### config.mk
export PLATFORM = sky130hd
export DESIGN_NAME = uart_tx_core
export DESIGN_NICKNAME = d
export VERILOG_FILES = /design/src/rtl/uart_tx_core.sv
export SDC_FILE = /design/constraint.sdc
export NUM_CORES = 1
export LEC_CHECK = 0
export CORE_ASPECT_RATIO = 1.5
export CORE_MARGIN = 2
export CORE_UTILIZATION = 48
export CTS_BUF_LIST = sky130_fd_sc_hd__clkbuf_16
export CTS_CLUSTER_SIZE = 8
export DETAILED_ROUTE_END_ITERATION = 8
export PLACE_DENSITY = 0.75
export SETUP_SLACK_MARGIN = 0.15
export SLEW_MARGIN = 40
export SYNTH_ARGS = -nofsm -noshare
export SYNTH_HDL_FRONTEND = slang
export SYNTH_SLANG_ARGS = --single-unit
### constraint.sdc
create_clock -name clock -period 1.55 [get_ports clock]
set_input_delay 0.2325 -clock clock [delete_from_list [all_inputs] [get_ports clock]]
set_output_delay 0.2325 -clock clock [all_outputs]
set_load 0.03 [all_outputs]
### src/rtl/uart_tx_core.sv
// uart_tx_core: 8E1/8O1 UART transmitter (start, 8 data LSB-first, parity, stop)
// with a one-entry holding register so back-to-back frames leave no idle gap.
module uart_tx_core #(
  parameter int CLKS_PER_BIT = 16,
  parameter int PARITY_ODD = 0
) (
  input  logic       clock,
  input  logic       reset,
  input  logic       tx_valid,
  input  logic [7:0] tx_data,
  output logic       tx_ready,
  output logic       tx_out,
  output logic       tx_busy,
  output logic [3:0] bit_count,
  output logic       frame_done
);
  localparam int CW = $clog2(CLKS_PER_BIT);
  localparam logic [CW-1:0] LAST = CW'(CLKS_PER_BIT - 1);
  localparam logic [CW-1:0] PEN = CW'(CLKS_PER_BIT - 2);
  localparam logic [2:0] IDLE = 3'd0, START = 3'd1, DATA = 3'd2, PARITY = 3'd3, STOP = 3'd4;
  logic [2:0] state;
  logic [CW-1:0] cnt;
  logic [7:0] hold, shift;
  logic hold_full, par, last, load;
  assign last = cnt == LAST;
  assign load = hold_full && (state == IDLE || (state == STOP && last));
  assign tx_ready = ~hold_full;
  always_ff @(posedge clock) begin
    if (!reset) begin
      state <= IDLE;
      cnt <= '0;
      hold <= '0;
      shift <= '0;
      hold_full <= 1'b0;
      par <= 1'b0;
      tx_out <= 1'b1;
      tx_busy <= 1'b0;
      bit_count <= '0;
      frame_done <= 1'b0;
    end else begin
      // registered so the pulse lands exactly on the last stop-bit cycle
      frame_done <= state == STOP && cnt == PEN;
      cnt <= (state == IDLE || last) ? '0 : cnt + 1'b1;
      if (tx_valid && !hold_full) begin
        hold <= tx_data;
        hold_full <= 1'b1;
      end
      if (load) begin
        shift <= hold;
        par <= ^hold ^ (PARITY_ODD != 0);
        hold_full <= 1'b0;
        state <= START;
        tx_out <= 1'b0;
        tx_busy <= 1'b1;
      end else if (last) begin
        case (state)
          START: begin
            state <= DATA;
            tx_out <= shift[0];
          end
          DATA: begin
            shift <= shift >> 1;
            bit_count <= bit_count == 4'd7 ? 4'd0 : bit_count + 4'd1;
            state <= bit_count == 4'd7 ? PARITY : DATA;
            tx_out <= bit_count == 4'd7 ? par : shift[1];
          end
          PARITY: begin
            state <= STOP;
            tx_out <= 1'b1;
          end
          STOP: begin
            state <= IDLE;
            tx_busy <= 1'b0;
          end
          default: state <= IDLE;
        endcase
      end
    end
  end
endmodule

# After elaboration in Yosys (flattened, before gate mapping)
# Index checks and enable logic that the tools add are counted.
word_totals:
  reg_bits: 32
  output_inout_bits: 8
  word_cells: 57
op_classes:
  addsub: 2
  n_eq_ne: 7
  muxes: 15
  n_bitwise: 3
  n_reduce_logical: 19
ops:
  columns: ["op", "count"]
  rows:
  - ["8-bit 2-to-1 mux", 3]
  - ["1-bit 2-to-1 mux", 9]
  - ["3-bit one-hot mux with 3 select lines", 1]
  - ["4-bit by 1-bit adder with 4-bit output (second input constant)", 2]
  - ["4-bit equality test (second input constant)", 2]
  - ["8-bit XOR reduction", 1]
  - ["3-bit by 2-bit equality test with 1-bit output (second input constant)", 2]
  - ["2-bit AND reduction", 3]
  - ["2-bit nonzero test", 3]
  - ["4-bit by 3-bit equality test with 1-bit output (second input constant)", 1]
  - ["1-bit logical AND", 4]
  - ["4-bit 2-to-1 mux", 1]
  - ["4-bit nonzero test", 1]
  - ["2-bit OR reduction", 2]
  - ["3-bit by 1-bit equality test with 1-bit output (second input constant)", 1]
  - ["3-bit equality test (second input constant)", 1]
  - ["3-bit logical NOT", 1]
  - ["1-bit inverter", 3]
  - ["1-bit one-hot mux with 3 select lines", 1]
  - ["3-bit AND reduction", 1]
  - ["1-bit logical OR", 2]
  - ["1-bit logical NOT", 1]

# Logic depth before layout (Yosys ltp)
# Gate-level depths: netlist (run 1).
logic_depth:
  depth_word: 6
  mapped_depth: 6
  ltp_nobuf: 5

# Worst setup path before layout (run 1)
# OpenSTA, ideal clock, no wires.
synth_path:
  kind: "flip-flop to flip-flop"
  start: "register cnt[0]"
  end: "register bit_count[3]"
  t_arrival_ps: 1547
  required_ps: 1480
  setup_slack_ps: -68
  path_stages_with_launch: 6
  synth_period_minus_slack_ps: 1618
  cell_sequence: "dfxtp_1 -> ha_1 -> and4b_2 -> nand3_1 -> or4_1 -> a21oi_1"
synth_between:
  elab_chain_cells: 6
synth_rtl:
  columns: ["element", "line", "rtl"]
  rows:
  - ["start, declared", "22", "logic [CW-1:0] cnt;"]
  - ["start signal, assigned", "43", "cnt <= (state == IDLE || last) ? '0 : cnt + 1'b1;"]
  - ["4-bit equality test *", "25", "assign last = cnt == LAST;"]
  - ["1-bit logical AND", "26", "assign load = hold_full && (state == IDLE || (state == STOP && last));"]
  - ["1-bit logical OR", "26", null]
  - ["1-bit logical AND", "26", null]
  - ["1-bit inverter (no source line)", null, null]
  - ["3-bit AND reduction (no source line) *", null, null]
  - ["end signal, assigned", "63", "bit_count <= bit_count == 4'd7 ? 4'd0 : bit_count + 4'd1;"]
  - ["end, declared", "14", "output logic [3:0] bit_count,"]
# Mark *: on every way between the ends. The rest lies on a longest branch, timed or not.
# A chain may end at the register's enable or synchronous reset.

# Final worst setup path (run 1)
layout_path:
  start: "register cnt[3]"
  end: "register bit_count[3]"
# Same word-level chain as after synthesis.

==> out/qor.csv, run 1 <==
metric;value;unit
clockBufferDepth;2;
cpMaxStageDelayCell;dfxtp_1;
synth_edf_count;0;
numPortBuffers;18;
core;2883;um^2
relSlewSlack;0.6172;
hold_viol;0;
startpoint_type;flop;
grt_max_degree;14;
synthesis.nets;177;
drv_slew;0;
p_leak;0.0008347;uW
timing.fmax;0.6429;GHz
root_buffer;clkbuf_16;
mostFrequentLayoutCells;dfxtp_1 (24), nor2_1 (19), buf_4 (18), clkdlybuf4s50_1 (10);
grt_use_total;0.2252;
hp-class;reg -> reg;
synthTopCellsByArea;dfxtp_1 (45%), mux2i_1 (5.6%), nor2_1 (5.0%);
clock_latency;280;ps
final.setup.tns;-5.355;ps
antenna_found_initial;0;
yosysTopAreaCell;dfxtp_1;
min_period;1555;ps
nets;218;
tightest_slew;573.6;ps
synthCells;163;
ctsHoldBuffers;0;
synth.ff_latch_count;32;
wl;4134;um
path_cells;and4b_2 > nand3_2 > buf_6 > o21ai_0 > a21oi_2;
pwr-share-comb;0.151;
synth_area;1433;um^2
row_count;24;
avgSynthCellArea;8.789;um^2
cts.clk_slew.worst_paths;50;ps
seq_area_frac_synth;0.4472;
grt_pass1_vias;1407;
fin_worst_skew;7.410;ps
internal_power;1602;uW
synth_ff_type;dfxtp_1;
setup_slack;-5.355;ps
route.detailed.drc;0;
status;finished, violations left;
fp.dieH;70.91;um
rsz0062_at_grt;true;
cts_buffers;5;
layout_commonest_cell;dfxtp_1;
ir_worst_vdd;0.9181;mV
fin_hold_ws;470.5;ps
final_util;0.7522;
vias;1363;
ys_async_sr_fraction;0;
synth_top_area_share;0.4472;
cpPeakStageDelay;460;ps
setup_violations;1;
post-route-period-util;1.003;
arrival;1720;ps
p_clk_frac;0.425;
ant_nets;0;
path_class;reg -> reg;
crit_required;1710;ps
failed_checks;negative setup slack;
ios;19;
critPathCaptureType;flop;
dieArea;3447;um^2
drive_above_1_share;0.3805;
grt-ovfl-total;0;
syn_to_final_growth;51.35;%
drtIter0Drc;24;
swShare;0.2543;
grt_pass1_wl;6030;um
synth_cell_types;34;
via_per_inst;5.586;
wl_per_cell;16.94;um
cts.sinks;32;
maxCapViolCount;0;
p_sw;546.3;uW
diodes;0;
pwr_density_cell;990.8;nW/um^2
globalplace.congestion;0.8572;
yosysWarnings;0;
h-tree-depth;2;
tritoncts;yes;
crit_fanout;8;
first_pass_iters;4;
detailed_place_hpwl;2334;um
pwr-share-seq;0.424;
start_util;0.4970;
die_w;48.61;um
## synth_stat cells, types with 2 or more instances
cell type and number:
nand2_1 14, o21ai_0 8, inv_1 6, nand3_1 10, xnor2_1 8, buf_2 2, mux2_2 2, clkbuf_1 5
dfxtp_1 32, and3_1 2, ha_1 3, nor2_1 19, xor2_1 2, a21oi_1 14, nand4_1 3, a311oi_1 5
o211ai_1 2, mux2i_1 8, a22oi_1 3
## critical path, delay by kind of cell, from the launching register on
| family | cells | cell delay, ps |
|---|---|---|
| AOI/OAI and AO/OA | 2 | 340 |
| buffers and inverters | 1 | 170 |
| DFF | 1 | 460 |
| and+or+nand+nor | 2 | 460 |
## power groups by stage
| stage | clock (uW) | combinational (uW) | sequential, uW |
|---|---|---|---|
| 2_1_floorplan | 0 | 160 | 925 |
| 3_3_place_gp | 0 | 257 | 919 |
| 3_5_place_dp | 0 | 265 | 921 |
| 4_1_cts | 919 | 292 | 902 |
| 5_1_grt | 958 | 350 | 915 |
| 6_report | 912 | 325 | 911 |
## layer usage
layer | track usage | vias up | wire, um
li1 | - | 659 | -
met1 | 0.2126 | 670 | 1598
met2 | 0.4338 | 24 | 2325
met3 | 0.06540 | 10 | 129
met4 | 0.1079 | 0 | 81
met5 | 0 | - | 0
## kinds of logic (layout without fill, tap and decap cells)
family,after synthesis,after routing,synth area share
buffers and inverters,14,55,0.04367
AOI/OAI and AO/OA,36,36,0.1555
and+or+nand+nor,58,59,0.1948
adders and majority gates,3,3,0.02620
DFF,32,32,0.4472
xor gates and xnor gates,10,10,0.06114
muxes,10,10,0.07162
## flip-flops by register name, indices dropped and copies added, names as in the netlist
register and cells:
bit_count 4, cnt 4, frame_done 1, hold 8
hold_full 1, par 1, shift 8, state 3
tx_busy 1, tx_out 1
## per-stage QoR
step / area [um^2] / setup WS, ps / power (uW) / cells
global route: 2168 / -73.64 / 2223 / 244
global placement: 1747 / 81.98 / 1176 / 224
finish: 2168 / -5.355 / 2148 / 244
detailed placement: 1747 / 40.92 / 1186 / 224
floorplan: 1478 / 126.5 / 1085 / 163
CTS: 2001 / 55.88 / 2113 / 241
## what timing repair did
| item | CTS | global route |
|---|---|---|
| pin swaps | 7 | 18 |
| setup endpoints to repair | 20 | 19 |
| gates resized for setup | 26 | 37 |
| setup buffers | 7 | 3 |
| gates cloned | 2 | 0 |
## path summary, 6_finish.rpt
| check | end | start | slack [ps] | cells past startpoint |
|---|---|---|---|---|
| max | bit_count[3] | cnt[3] | -5 | 5 |
| min | shift[7] | shift[7] | 470 | 2 |
| max reg2reg | bit_count[3] | cnt[3] | -5 | 5 |
| min reg2reg | shift[7] | shift[7] | 470 | 2 |
## final cells by class
cell class                 count  area, um^2
clock buffer                   5       125.1
clock inverter                 3       11.26
fill                         209       714.4
inverter                       6       22.52
multi-input combinational    118       950.9
sequential                    32       658.1
tap                           39       48.80
timing repair buffer          41       351.6
No activity file was read; power rests on OpenSTA's default activity.
==> run 2, diff against run 1 <==
--- a/config.mk
+++ b/config.mk
@@ -5,7 +5,7 @@
 export SDC_FILE = /design/constraint.sdc
 export NUM_CORES = 1
 export LEC_CHECK = 0
-export CORE_ASPECT_RATIO = 1.5
+export CORE_ASPECT_RATIO = 0.5
 export CORE_MARGIN = 2
 export CORE_UTILIZATION = 48
 export CTS_BUF_LIST = sky130_fd_sc_hd__clkbuf_16
==> run 2 against run 1 <==
Net effect:
- the flow now finishes without violations
- clock skew is 1.8 ps lower
- critical path depth stayed put
- clock power is 0.5% lower
- cell count is 0.82% higher
- setup slack better by 45 ps
- count of clock-buffer cells in the layout stayed put
==> out/qor.csv, run 2 (synthesis gave the netlist of run 1 again) <==
metric;value;unit
preCtsSetupSlack;24.79;ps
grt_max_degree;17;
grt_pass1_wl;5940;um
startpoint_type;flop;
first_pass_iters;4;
tritoncts;yes;
min_period;1510;ps
ir_worst_vdd;0.6973;mV
syn_to_final_growth;50.13;%
hold_viol;0;
p_leak;0.0008269;uW
dpl.cell_count;222;
arrival;1730;ps
post-route-period-util;0.9744;
fin_worst_skew;5.608;ps
critPathCaptureType;flop;
row_count;13;
mostFrequentLayoutCells;dfxtp_1 (24), buf_4 (22), nor2_1 (19), nand2_1 (11), clkdlybuf4s50_1 (10);
pwr_density_cell;986.4;nW/um^2
numPortBuffers;18;
nets;223;
antenna_found_initial;0;
ios;19;
cts.clk_slew.worst_paths;50;ps
cts.sinks;32;
relSlewSlack;0.7911;
diodes;0;
grt_pass1_vias;1313;
core;2716;um^2
drive_above_1_share;0.3445;
timing.fmax;0.6621;GHz
clockBufferDepth;2;
seqCellArea;655.6;um^2
crit_fanout;5;
wl_per_cell;15.36;um
fin_hold_ws;460.6;ps
nFillCells;168;
clock_latency;280;ps
cts_buffers;5;
grt_use_total;0.2289;
rsz0062_at_grt;true;
via_per_inst;5.549;
tightest_slew;314.6;ps
final-instance-count-excl-fill;246;
start_util;0.5274;
hp-class;reg -> reg;
grt-ovfl-total;0;
crit_required;1760;ps
die_w;81.26;um
reg_top3;hold (8), shift (8);
multiInputGateArea;904.6;um^2
setup_slack;39.69;ps
h-tree-depth;2;
fp.dieH;42.63;um
wl;3779;um
path_class;reg -> reg;
drv_slew;0;
vias;1365;
maxCapViolCount;0;
total_power;2122;uW
setup_violations;0;
detailed_place_hpwl;2368;um
dieArea;3464;um^2
layout_commonest_cell;dfxtp_1;
root_buffer;clkbuf_16;
route.detailed.drc;0;
drtIter0Drc;50;
globalplace.congestion;0.7998;
ant_nets;0;
status;complete, no violations;
## run 2: final timing paths
kind,startpoint,end,slack [ps],depth (start not counted)
worst max-delay path,cnt[1],bit_count[3],40,5
worst min-delay path,shift[0],shift[0],460,2
worst min register to register,shift[0],shift[0],460,2
worst max register to register,cnt[1],bit_count[3],40,5
## run 2: area by class of cell
class	instances	area share
inverters	6	0.01047
multi-input cells	118	0.4206
clock inverters	2	0.004072
repair buffers	46	0.1803
flip-flops and latches	32	0.3048
well taps	37	0.02152
clock buffers	5	0.05817
## run 2: what timing repair did
action | CTS | global route
cloned | 2 | 1
hold endpoints to repair | 0 | 0
hold buffers | 0 | 0
resized for setup | 25 | 27
setup buffers | 9 | 5
pin swaps | 6 | 11
setup endpoints to repair | 21 | 20
## run 2: stage by stage
stage / TNS, ps / util / area [um^2]
6_report: 0 / 0.7918 / 2151
5_1_grt: -35.95 / 0.7918 / 2151
2_1_floorplan: 0 / - / 1478
3_3_place_gp: 0 / 0.6421 / 1744
3_5_place_dp: 0 / 0.6421 / 1744
4_1_cts: 0 / 0.7379 / 2004
## run 2: critical path: stages (launching register included)
cell and delay, ps:
dfxtp_2 350, ha_4 140, and4b_2 310, nand3_4 110
or4_4 430, a21oi_2 120
## run 2: per-layer routing
metal / track usage / share of wire
met4: 0.08475 / 0.010
met2: 0.3803 / 0.49
met1: 0.2816 / 0.46
met3: 0.06466 / 0.038
met5: 0 / 0
## run 2: power by group
group          switching (uW)  internal (uW)
logic                     155            153
clock network             332            575
registers                37.5            870
total                     524           1600
==> run 3, diff against run 2 <==
--- a/config.mk
+++ b/config.mk
@@ -7,11 +7,11 @@
 export LEC_CHECK = 0
 export CORE_ASPECT_RATIO = 0.5
 export CORE_MARGIN = 2
-export CORE_UTILIZATION = 48
+export CORE_UTILIZATION = 30
 export CTS_BUF_LIST = sky130_fd_sc_hd__clkbuf_16
 export CTS_CLUSTER_SIZE = 8
 export DETAILED_ROUTE_END_ITERATION = 8
-export PLACE_DENSITY = 0.75
+export PLACE_DENSITY = 0.51
 export SETUP_SLACK_MARGIN = 0.15
 export SLEW_MARGIN = 40
 export SYNTH_ARGS = -nofsm -noshare
==> run 3 against run 2 <==
Net effect:
- fmax decreased by 0.83%
- sequential share of layout area increased by 0.75 points
- combinational power decreased by 7.8%
- first-iteration DRC count decreased by 16%
- design area decreased by 3.0%
- wire length decreased by 12%
- via count decreased by 5.1%
- power increased by 7.4%
- core utilization decreased by 33 points
- cell count increased by 9.8%
==> out/qor.csv, run 3 (synthesis gave the netlist of run 1 again) <==
metric;value;unit
clockBufferDepth;2;
path_class;reg -> reg;
cts.clk_slew.worst_paths;50;ps
internal_power;1760;uW
fp.dieH;52.87;um
p_leak;0.0007999;uW
relSlewSlack;0.7982;
numPortBuffers;18;
globalplace.congestion;0.7801;
wl;3311;um
setup_violations;0;
dieArea;5378;um^2
clock_latency;270;ps
crit_fanout;5;
grt_pass1_vias;1206;
path_cells;ha_4 > and4b_2 > nand3_2 > or4_4 > a21oi_2;
grt-ovfl-total;0;
min_period;1523;ps
cpPeakStageDelay;420;ps
cts_buffers;5;
drv_slew;0;
cts.sinks;32;
p_sw;517.7;uW
maxCapViolCount;0;
hp-class;reg -> reg;
cpMaxStageDelayCell;or4_4;
route.detailed.drc;0;
mostFrequentLayoutCells;dfxtp_1 (25), buf_4 (21), nor2_1 (18), nand2_1 (12), a21oi_1 (11);
diodes;0;
grt_max_degree;17;
dpl.cell_count;257;
grt_use_total;0.1354;
pwr-share-seq;0.396;
swShare;0.2273;
h-tree-depth;2;
final-instance-count-excl-fill;270;
rsz0062_at_grt;true;
arrival;1730;ps
drive_above_1_share;0.2794;
preCtsSetupSlack;40.14;ps
layout_commonest_cell;dfxtp_1;
vias;1295;
grt_pass1_wl;5526;um
tritoncts;yes;
first_pass_iters;5;
setup_slack;27.07;ps
status;complete, no violations;
ios;19;
timing.fmax;0.6566;GHz
pwr_density_cell;1091;nW/um^2
ir_worst_vdd;0.4741;mV
fin_worst_skew;1.621;ps
pwr-share-comb;0.124;
antenna_found_initial;0;
via_per_inst;4.796;
start_util;0.3192;
wl_per_cell;12.26;um
row_count;17;
core;4488;um^2
reg_top3;hold (8), shift (8);
die_w;101.7;um
post-route-period-util;0.9825;
root_buffer;clkbuf_16;
crit_required;1760;ps
ctsHoldBuffers;0;
detailed_place_hpwl;2262;um
tightest_slew;301.3;ps
ant_nets;0;
syn_to_final_growth;45.68;%
hold_viol;0;
startpoint_type;flop;
critPathCaptureType;flop;
p_clk_frac;0.479;
drtIter0Drc;42;
nets;217;
## run 3: changes by cell type in the layout (fill, tap and decap cells not counted), moves of 2 or more
cell,before,now
nand3_4,2,0
nand3_1,5,8
a21oi_1,9,11
clkinv_1,0,2
buf_6,4,2
buf_2,2,0
## run 3: worst paths after layout
check | start | end | slack [ps] | cells past startpoint
worst max register to register | cnt[1] | bit_count[3] | 30 | 5
worst max-delay path | cnt[1] | bit_count[3] | 30 | 5
worst min-delay path | shift[0] | shift[0] | 470 | 2
worst min register to register | shift[0] | shift[0] | 470 | 2
## run 3: stage by stage
| step | total power (uW) | hold slack [ps] | TNS [ps] | util | cell area, um^2 |
|---|---|---|---|---|---|
| global route | 2379 | 493.5 | -19.50 | 0.4650 | 2087 |
| global placement | 1190 | 459.1 | 0 | 0.4067 | 1826 |
| detailed placement | 1192 | 464.0 | 0 | 0.4067 | 1826 |
| floorplan | 1085 | 331.5 | 0 | - | 1478 |
| CTS | 2288 | 471.7 | 0 | 0.4480 | 2011 |
| finish | 2278 | 472.5 | 0 | 0.4650 | 2087 |
## run 3: worst max-delay path, delay by kind of cell, from the launching register on
family          cells  cell delay [ps]
compound gates      1              130
simple gates        3              830
fa+ha+maj           1              160
flops               1              350
## run 3: layout make-up
type / instances / area, um^2
inverter: 6 / 22.52
sequential: 32 / 651.9
clock inverter: 3 / 37.54
tap: 66 / 82.58
multi-input combinational: 117 / 819.5
fill: 447 / 2401
clock buffer: 5 / 125.1
timing repair buffer: 41 / 347.8
## run 3: metal layers
metal,vias to the layer above,GRT usage,share of wire
li1,652,-,-
met1,621,0.1653,0.50
met2,19,0.2259,0.46
met3,3,0.04491,0.039
met4,0,0.04730,0.0069
met5,-,0,0
## run 3: repair_timing
item | CTS | global route
pin swaps | 0 | 1
endpoints found under the setup margin | 18 | 19
setup buffers | 3 | 2
gates resized for setup | 12 | 21
## run 3: power by group through the flow
stage / registers [uW] / clock network (uW) / logic, uW
6_report: 903 / 1090 / 284
5_1_grt: 907 / 1160 / 314
4_1_cts: 902 / 1110 / 272
3_5_place_dp: 919 / 0 / 273
3_3_place_gp: 919 / 0 / 272
2_1_floorplan: 925 / 0 / 160
